<file path="config.mk">
export PLATFORM = sky130hd
export DESIGN_NAME = mycpu_regfile_sb_flat
export DESIGN_NICKNAME = d
export VERILOG_FILES = /design/src/rtl/mycpu_pkg.sv /design/src/rtl/mycpu_regfile_sb_if.sv /design/src/rtl/mycpu_sb_cnt.sv /design/src/rtl/mycpu_regfile_sb.sv /design/src/flat_wrapper.sv
export SDC_FILE = /design/constraint.sdc
export NUM_CORES = 2
export LEC_CHECK = 0
export ABC_CLOCK_PERIOD_IN_PS = 2670
export BUFFER_PORTS_ARGS = -buffer_cell sky130_fd_sc_hd__clkbuf_2
export CAP_MARGIN = 40
export CORE_ASPECT_RATIO = 0.6
export CORE_MARGIN = 10
export CORE_UTILIZATION = 60
export CTS_BUF_LIST = sky130_fd_sc_hd__clkbuf_16
export CTS_CLUSTER_SIZE = 24
export DETAILED_ROUTE_END_ITERATION = 7
export PLACE_DENSITY = 0.77
export SLEW_MARGIN = 40
export SYNTH_ARGS = -nofsm -noshare
export SYNTH_HDL_FRONTEND = slang
export SYNTH_HIERARCHICAL = 1
export SYNTH_SLANG_ARGS = --single-unit
</file>
<file path="constraint.sdc">
create_clock -name clk -period 2.67 [get_ports clk]
set_input_delay 0 -clock clk [delete_from_list [all_inputs] [get_ports clk]]
set_output_delay 0 -clock clk [all_outputs]
set_load 0.02 [all_outputs]
</file>
<file path="src/rtl/mycpu_pkg.sv">
// Shared defaults and constants for the regfile/scoreboard slice.
package mycpu_pkg;
   localparam int DATA_W_DEF = 32;
   localparam int ADDR_W_DEF = 5;
   localparam int NUM_RD_DEF = 2;
   localparam int CNT_W_DEF  = 2;
   // Architectural zero register index.
   localparam int REG_ZERO   = 0;
endpackage

</file>
<file path="src/rtl/mycpu_regfile_sb_if.sv">
// Decode/writeback-facing bus of the register file with scoreboard.
interface mycpu_regfile_sb_if
   import mycpu_pkg::*;
#(
   parameter int DATA_W = DATA_W_DEF,
   parameter int ADDR_W = ADDR_W_DEF,
   parameter int NUM_RD = NUM_RD_DEF
) ();
   logic [NUM_RD*ADDR_W-1:0] raddr;
   logic [NUM_RD*DATA_W-1:0] rdata;
   logic [NUM_RD-1:0]        rbusy;
   logic                     wen;
   logic [ADDR_W-1:0]        waddr;
   logic [DATA_W-1:0]        wdata;
   logic                     rsv_valid;
   logic [ADDR_W-1:0]        rsv_addr;
   logic                     rsv_ready;
   logic                     flush;
   logic                     any_busy;

   modport master (
      output raddr, wen, waddr, wdata, rsv_valid, rsv_addr, flush,
      input  rdata, rbusy, rsv_ready, any_busy
   );

   modport slave (
      input  raddr, wen, waddr, wdata, rsv_valid, rsv_addr, flush,
      output rdata, rbusy, rsv_ready, any_busy
   );
endinterface

</file>
<file path="src/rtl/mycpu_sb_cnt.sv">
// Saturating up/down pending-write counter for one register.
module mycpu_sb_cnt
   import mycpu_pkg::*;
#(
   parameter int CNT_W = CNT_W_DEF
) (
   input  logic             clk,
   input  logic             rst_n,
   input  logic             inc_i,
   input  logic             dec_i,
   input  logic             clr_i,
   output logic [CNT_W-1:0] cnt_o,
   output logic             nz_o
);
   logic [CNT_W-1:0] cnt_q;
   logic [CNT_W-1:0] cnt_d;

   // Next count: clear dominates; simultaneous inc and dec cancel out.
   always_comb begin
      cnt_d = cnt_q;
      if (clr_i) begin
         cnt_d = '0;
      end else if (inc_i && !dec_i && !(&cnt_q)) begin
         cnt_d = cnt_q + CNT_W'(1);
      end else if (dec_i && !inc_i && (cnt_q != '0)) begin
         cnt_d = cnt_q - CNT_W'(1);
      end
   end

   // Count register.
   always_ff @(posedge clk or negedge rst_n) begin
      if (!rst_n) cnt_q <= '0;
      else        cnt_q <= cnt_d;
   end

   assign cnt_o = cnt_q;
   assign nz_o  = (cnt_q != '0);
endmodule

</file>
<file path="src/rtl/mycpu_regfile_sb.sv">
// Register file with same-cycle write bypass and per-register pending-write
// scoreboard used by decode for RAW stalls and WAW tracking.
module mycpu_regfile_sb
   import mycpu_pkg::*;
#(
   parameter int DATA_W = DATA_W_DEF,
   parameter int ADDR_W = ADDR_W_DEF,
   parameter int NUM_RD = NUM_RD_DEF,
   parameter int CNT_W  = CNT_W_DEF
) (
   input  logic               clk,
   input  logic               rst_n,
   mycpu_regfile_sb_if.slave  bus
);
   localparam int NREG = 2**ADDR_W;
   localparam logic [ADDR_W-1:0] ZERO_A = ADDR_W'(REG_ZERO);

   logic [DATA_W-1:0]            regs_q [NREG];
   logic [NREG-1:0][CNT_W-1:0]   cnt_w;
   logic [NREG-1:0]              nz_w;
   logic                         rsv_ready_w;

   // Data array; register 0 is never written and so always holds zero.
   always_ff @(posedge clk or negedge rst_n) begin
      if (!rst_n) begin
         for (int r = 0; r < NREG; r++) regs_q[r] <= '0;
      end else if (bus.wen && (bus.waddr != ZERO_A)) begin
         regs_q[bus.waddr] <= bus.wdata;
      end
   end

   // A saturated destination can still be reserved if a writeback to it
   // frees a slot in the same cycle.
   assign rsv_ready_w = (bus.rsv_addr == ZERO_A)
                     || !(&cnt_w[bus.rsv_addr])
                     || (bus.wen && (bus.waddr == bus.rsv_addr));
   assign bus.rsv_ready = rsv_ready_w;

   assign cnt_w[0] = '0;
   assign nz_w[0]  = 1'b0;

   genvar gi;
   generate
      for (gi = 1; gi < NREG; gi++) begin : g_cnt
         logic inc;
         logic dec;
         assign inc = bus.rsv_valid && rsv_ready_w && (bus.rsv_addr == ADDR_W'(gi));
         assign dec = bus.wen && (bus.waddr == ADDR_W'(gi)) && nz_w[gi];
         mycpu_sb_cnt #(.CNT_W(CNT_W)) u_cnt (
            .clk   (clk),
            .rst_n (rst_n),
            .inc_i (inc),
            .dec_i (dec),
            .clr_i (bus.flush),
            .cnt_o (cnt_w[gi]),
            .nz_o  (nz_w[gi])
         );
      end

      for (gi = 0; gi < NUM_RD; gi++) begin : g_rd
         logic [ADDR_W-1:0] ra;
         logic [CNT_W-1:0]  rc;
         logic [CNT_W-1:0]  rel;
         logic              hit;
         assign ra  = bus.raddr[gi*ADDR_W +: ADDR_W];
         assign rc  = cnt_w[ra];
         assign hit = bus.wen && (bus.waddr == ra);
         // A writeback releasing the last pending write clears busy now,
         // matching the bypassed data.
         assign rel = (hit && (rc != '0)) ? CNT_W'(1) : '0;
         assign bus.rdata[gi*DATA_W +: DATA_W] = (ra == ZERO_A) ? '0
                                              : hit ? bus.wdata
                                              : regs_q[ra];
         assign bus.rbusy[gi] = (ra != ZERO_A) && ((rc - rel) != '0);
      end
   endgenerate

   assign bus.any_busy = |nz_w;
endmodule

</file>
<file path="src/flat_wrapper.sv">
// flat-port wrapper written by rule: the top's interface ports become plain ports
module mycpu_regfile_sb_flat import mycpu_pkg::*;
#(
   parameter int DATA_W = DATA_W_DEF,
   parameter int ADDR_W = ADDR_W_DEF,
   parameter int NUM_RD = NUM_RD_DEF,
   parameter int CNT_W  = CNT_W_DEF
)
  (clk, rst_n, bus_raddr, bus_wen, bus_waddr, bus_wdata, bus_rsv_valid, bus_rsv_addr, bus_flush, bus_rdata, bus_rbusy, bus_rsv_ready, bus_any_busy);
  mycpu_regfile_sb_if #(.DATA_W(DATA_W), .ADDR_W(ADDR_W), .NUM_RD(NUM_RD)) bus_i ();
  input  logic clk;
  input  logic rst_n;
  input wire logic [$bits(bus_i.raddr)-1:0] bus_raddr;
  input wire logic [$bits(bus_i.wen)-1:0] bus_wen;
  input wire logic [$bits(bus_i.waddr)-1:0] bus_waddr;
  input wire logic [$bits(bus_i.wdata)-1:0] bus_wdata;
  input wire logic [$bits(bus_i.rsv_valid)-1:0] bus_rsv_valid;
  input wire logic [$bits(bus_i.rsv_addr)-1:0] bus_rsv_addr;
  input wire logic [$bits(bus_i.flush)-1:0] bus_flush;
  output wire logic [$bits(bus_i.rdata)-1:0] bus_rdata;
  output wire logic [$bits(bus_i.rbusy)-1:0] bus_rbusy;
  output wire logic [$bits(bus_i.rsv_ready)-1:0] bus_rsv_ready;
  output wire logic [$bits(bus_i.any_busy)-1:0] bus_any_busy;
  assign bus_i.raddr = bus_raddr;
  assign bus_i.wen = bus_wen;
  assign bus_i.waddr = bus_waddr;
  assign bus_i.wdata = bus_wdata;
  assign bus_i.rsv_valid = bus_rsv_valid;
  assign bus_i.rsv_addr = bus_rsv_addr;
  assign bus_i.flush = bus_flush;
  assign bus_rdata = bus_i.rdata;
  assign bus_rbusy = bus_i.rbusy;
  assign bus_rsv_ready = bus_i.rsv_ready;
  assign bus_any_busy = bus_i.any_busy;
  mycpu_regfile_sb #(.DATA_W(DATA_W), .ADDR_W(ADDR_W), .NUM_RD(NUM_RD), .CNT_W(CNT_W)) u_core (.clk(clk), .rst_n(rst_n), .bus(bus_i));
endmodule
</file>
==> results.md <==
- Placement-stage worst setup slack: 0.06494 ns
- Final critical-path share of the clock period: 105.5%
- CTS tree: done
- Fillers: just under 7000
- Outcome: finished with violations
- CTS sink count: between 1000 and 1500
- Clock transition at path regs: approximately 0.070 ns
- Failing checks: negative setup slack
- Post-Layout Cell Count: between 5000 and 6000
- FF-to-FF Start: u_core/g_cnt[3].u_cnt/cnt_o[1]
- Routability Congestion: between 0.9 and 1
- Unique masters post-synth: between 50 and 60
- Leakage: ~0.03 uW
- Area of the multi-input gates: ~32000 um2
- Reg2Reg Setup Slack: 0.03 ns
- Endpoints failing setup: 6
- Worst setup startpoint: u_core/g_cnt[5].u_cnt/cnt_o[0]
- CP startpoint kind: flip-flop
- Total CTS buffers: slightly above 100
- Most Used Layer, Global Route: met1
- CP bufs+invs: 3
- First-pass DRT Iterations: 7
- Avg Vias per Cell: just over 7
- Grt met2 use: between 40% and 50%
- VDD IR max: approximately 0.66 mV
- Mean Syn Cell Area: 14.41 um2
- Sequential element share of the synthesized area: around 45%
- Crit. End Element: primary output
- Number of synthesized flops with an enable pin: 0
- Data required, critical path: 2.67 ns
- Fin worst setup slack: -0.1472 ns
- Max incr delay on CP: 0.53 ns
- Worst Max-Slew Pin Slew: between 0.8 and 0.9 ns
- Kind of cell adding the most delay to the critical path: simple AND/OR/NAND/NOR gates
- Met3 Use GR: 10.80%
- I/O pin count: about 130
- Synth Warn #: 6
- Post-route DRC violation count: 0
- Final Hold Vio Count: 0
- Total Power: about 47000 uW
- Critical path type: flip-flop to primary output
- Antenna violations before repair: 9
- Power Density: a little under 700 nW/um2
- Met1 GRT Util: roughly 47%
- Area grow syn2layout: 11.76%
- Main area contributors after synthesis: dfrtp_1 45%, mux4_2 20%, mux2_2 19%
- GR Overflow Total: 0
- Clk_lat worst skew: about 0.73 ns
- CTS max path bufs: 3
- Synth Flop Type: dfrtp_1
- Max-slew violations: 0
- Initial detailed-routing violation count: around 4600
- Max_cap viols: 0
- Area of the die: about 120000 um2
- Drt wl/cell: 32.77 um
- FMAX: between 0.3 and 0.4 GHz
- Async set or reset register ratio after synthesis: between 90% and 100%
- Starting Density: between 60 and 70%
- Final WL: 187500 um
- Leading area contributor after synthesis: dfrtp_1
- Crit path DAT: 2.82 ns
- Largest net degree at the start of global routing: 131
- Top-area cell type share of the netlist area: between 40 and 50%
- Synth Cell Area: 61000 um2
- Hold_sp: bus_wdata[22]
- Syn Inst Count: between 4000 and 5000
- GR Util All Layers: between 30 and 40%
- Share of layout cells above drive strength 1: a little over half
- Chip width: between 400 and 500 um
- Hold crit path type: input pin to flip-flop
- Post-Syn Nets: between 4000 and 5000
- FF+latch count, synth: between 1000 and 1500
- Hpwl dp: between 100000 and 150000 um
- RSZ-0062 raised after global routing: true
- Min Tclk post-route: between 2 and 3 ns
- Chip height: between 200 and 300 um
- Port Buffers: between 100 and 150
- Worst path slowest cell: or4_4
- CTS root buf: clkbuf_16
- Register area: approximately 27000 um2
- Core box area: 100700 um2
- Fin nets: ~4400
- Worst-path maximum fanout: 6
- Count leader, synth: dfrtp_1
- Htree depth: 3
- Antenna Nets Post-Route: 0
- Setup TNS Final: -0.2970 ns
- Normalized max-slew margin: between 40% and 50%
- DP Cell Count: roughly 5500
- Worst path cell trace: buf_6 -> or2_4 -> or4_4 -> nor4_4 -> buf_4 -> nand4_1 -> clkbuf_8
- Most frequent cells after synthesis: 1086 x dfrtp_1, 1028 x mux2_2, 545 x mux4_2
- Layout Skew: around 0.028 ns
- DR vias: roughly 41000
- First-pass GRT wire length: around 280000 um
- Row count: 90
- Vias in the first global route: 41700
-- state kept, by name (all words and copies together) (netlist names) --
register,cells
u_core/regs_q,1024
u_core/g_cnt.u_cnt/cnt_o,62
-- layout make-up --
type	instances	area share [%]
clock inverters	80	0.9563
multi-input cells	2701	47.06
flip-flops and latches	1086	39.87
well taps	1334	2.449
repair buffers	409	5.778
diodes	5	0.01835
inverters	3	0.01652
clock buffers	105	3.854
-- where the power goes --
group          internal, uW  switching (uW)
combinational          6000            4290
sequential            19400            2240
clock                  8150            6630
total                 33600           13200
-- logic make-up (layout without fill, tap and decap cells) --
family / Yosys count / count (layout) / share of synthesized area [%]
and+or+nand+nor: 586 / 586 / 5.237
muxes: 1755 / 1755 / 42.15
other: 0 / 5 / 0
xor gates and xnor gates: 17 / 17 / 0.2441
buffers and inverters: 446 / 597 / 3.471
DFF: 1086 / 1086 / 44.55
AOI/OAI and AO/OA: 343 / 343 / 4.349
-- through the flow --
| step | instance area, um2 | utilization [%] | hold slack, ns |
|---|---|---|---|
| finish | 68170 | 67.71 | 0.04853 |
| global route | 68160 | 67.70 | 0.09030 |
| CTS | 68040 | 67.59 | 0.00009043 |
| detailed placement | 64420 | 63.99 | 0.01786 |
| global placement | 64410 | 63.98 | 0.01661 |
| floorplan | 61000 | - | -0.2956 |
-- what timing repair did --
action | 4_1_cts | 5_1_grt
gates resized for setup | 33 | 30
pin swaps | 3 | 7
setup buffers | 1 | 2
hold buffers | 18 | 0
endpoints found under the setup margin | 12 | 26
hold endpoints to repair | 1195 | 0
-- metal layers --
layer	wire (um)	up-vias
met5	33	-
met4	8010	6
met3	21940	491
met2	79770	2324
met1	77780	21970
li1	-	16470
-- cell usage in the layout, fill, tap and decap left out, drive strengths merged, types with 7 or more instances in the layout --
master / synthesis / layout
a21oi: 34 / 34
a221oi: 29 / 29
a22oi: 34 / 34
a32o: 32 / 32
and2: 19 / 19
and2b: 31 / 31
and3: 19 / 19
buf: 250 / 285
bufinv: 0 / 11
clkbuf: 193 / 212
clkinv: 0 / 44
dfrtp: 1086 / 1086
dlygate4sd3: 0 / 17
inv: 3 / 28
mux2: 1057 / 1057
mux2i: 153 / 153
mux4: 545 / 545
nand2: 189 / 189
nand2b: 31 / 31
nand3: 53 / 53
nand3b: 34 / 34
nor2: 95 / 95
nor2b: 7 / 7
nor3b: 8 / 8
nor4: 14 / 14
nor4b: 9 / 9
o211ai: 68 / 68
o21ai: 70 / 70
o22ai: 65 / 65
or2: 33 / 33
or2b: 29 / 29
xor2: 11 / 11
-- final timing paths --
kind                            depth (start not counted)                              to
worst max-delay path                                    7                    bus_any_busy
worst min-delay path                                    2              u_core/regs_q[630]
worst max register to register                         10  u_core/g_cnt[7].u_cnt/cnt_o[0]
worst min register to register                          0             u_core/regs_q[1009]
max in group asynchronous                               3              u_core/regs_q[856]
min in group asynchronous                               3              u_core/regs_q[979]
(Power assumes the default switching activity.)
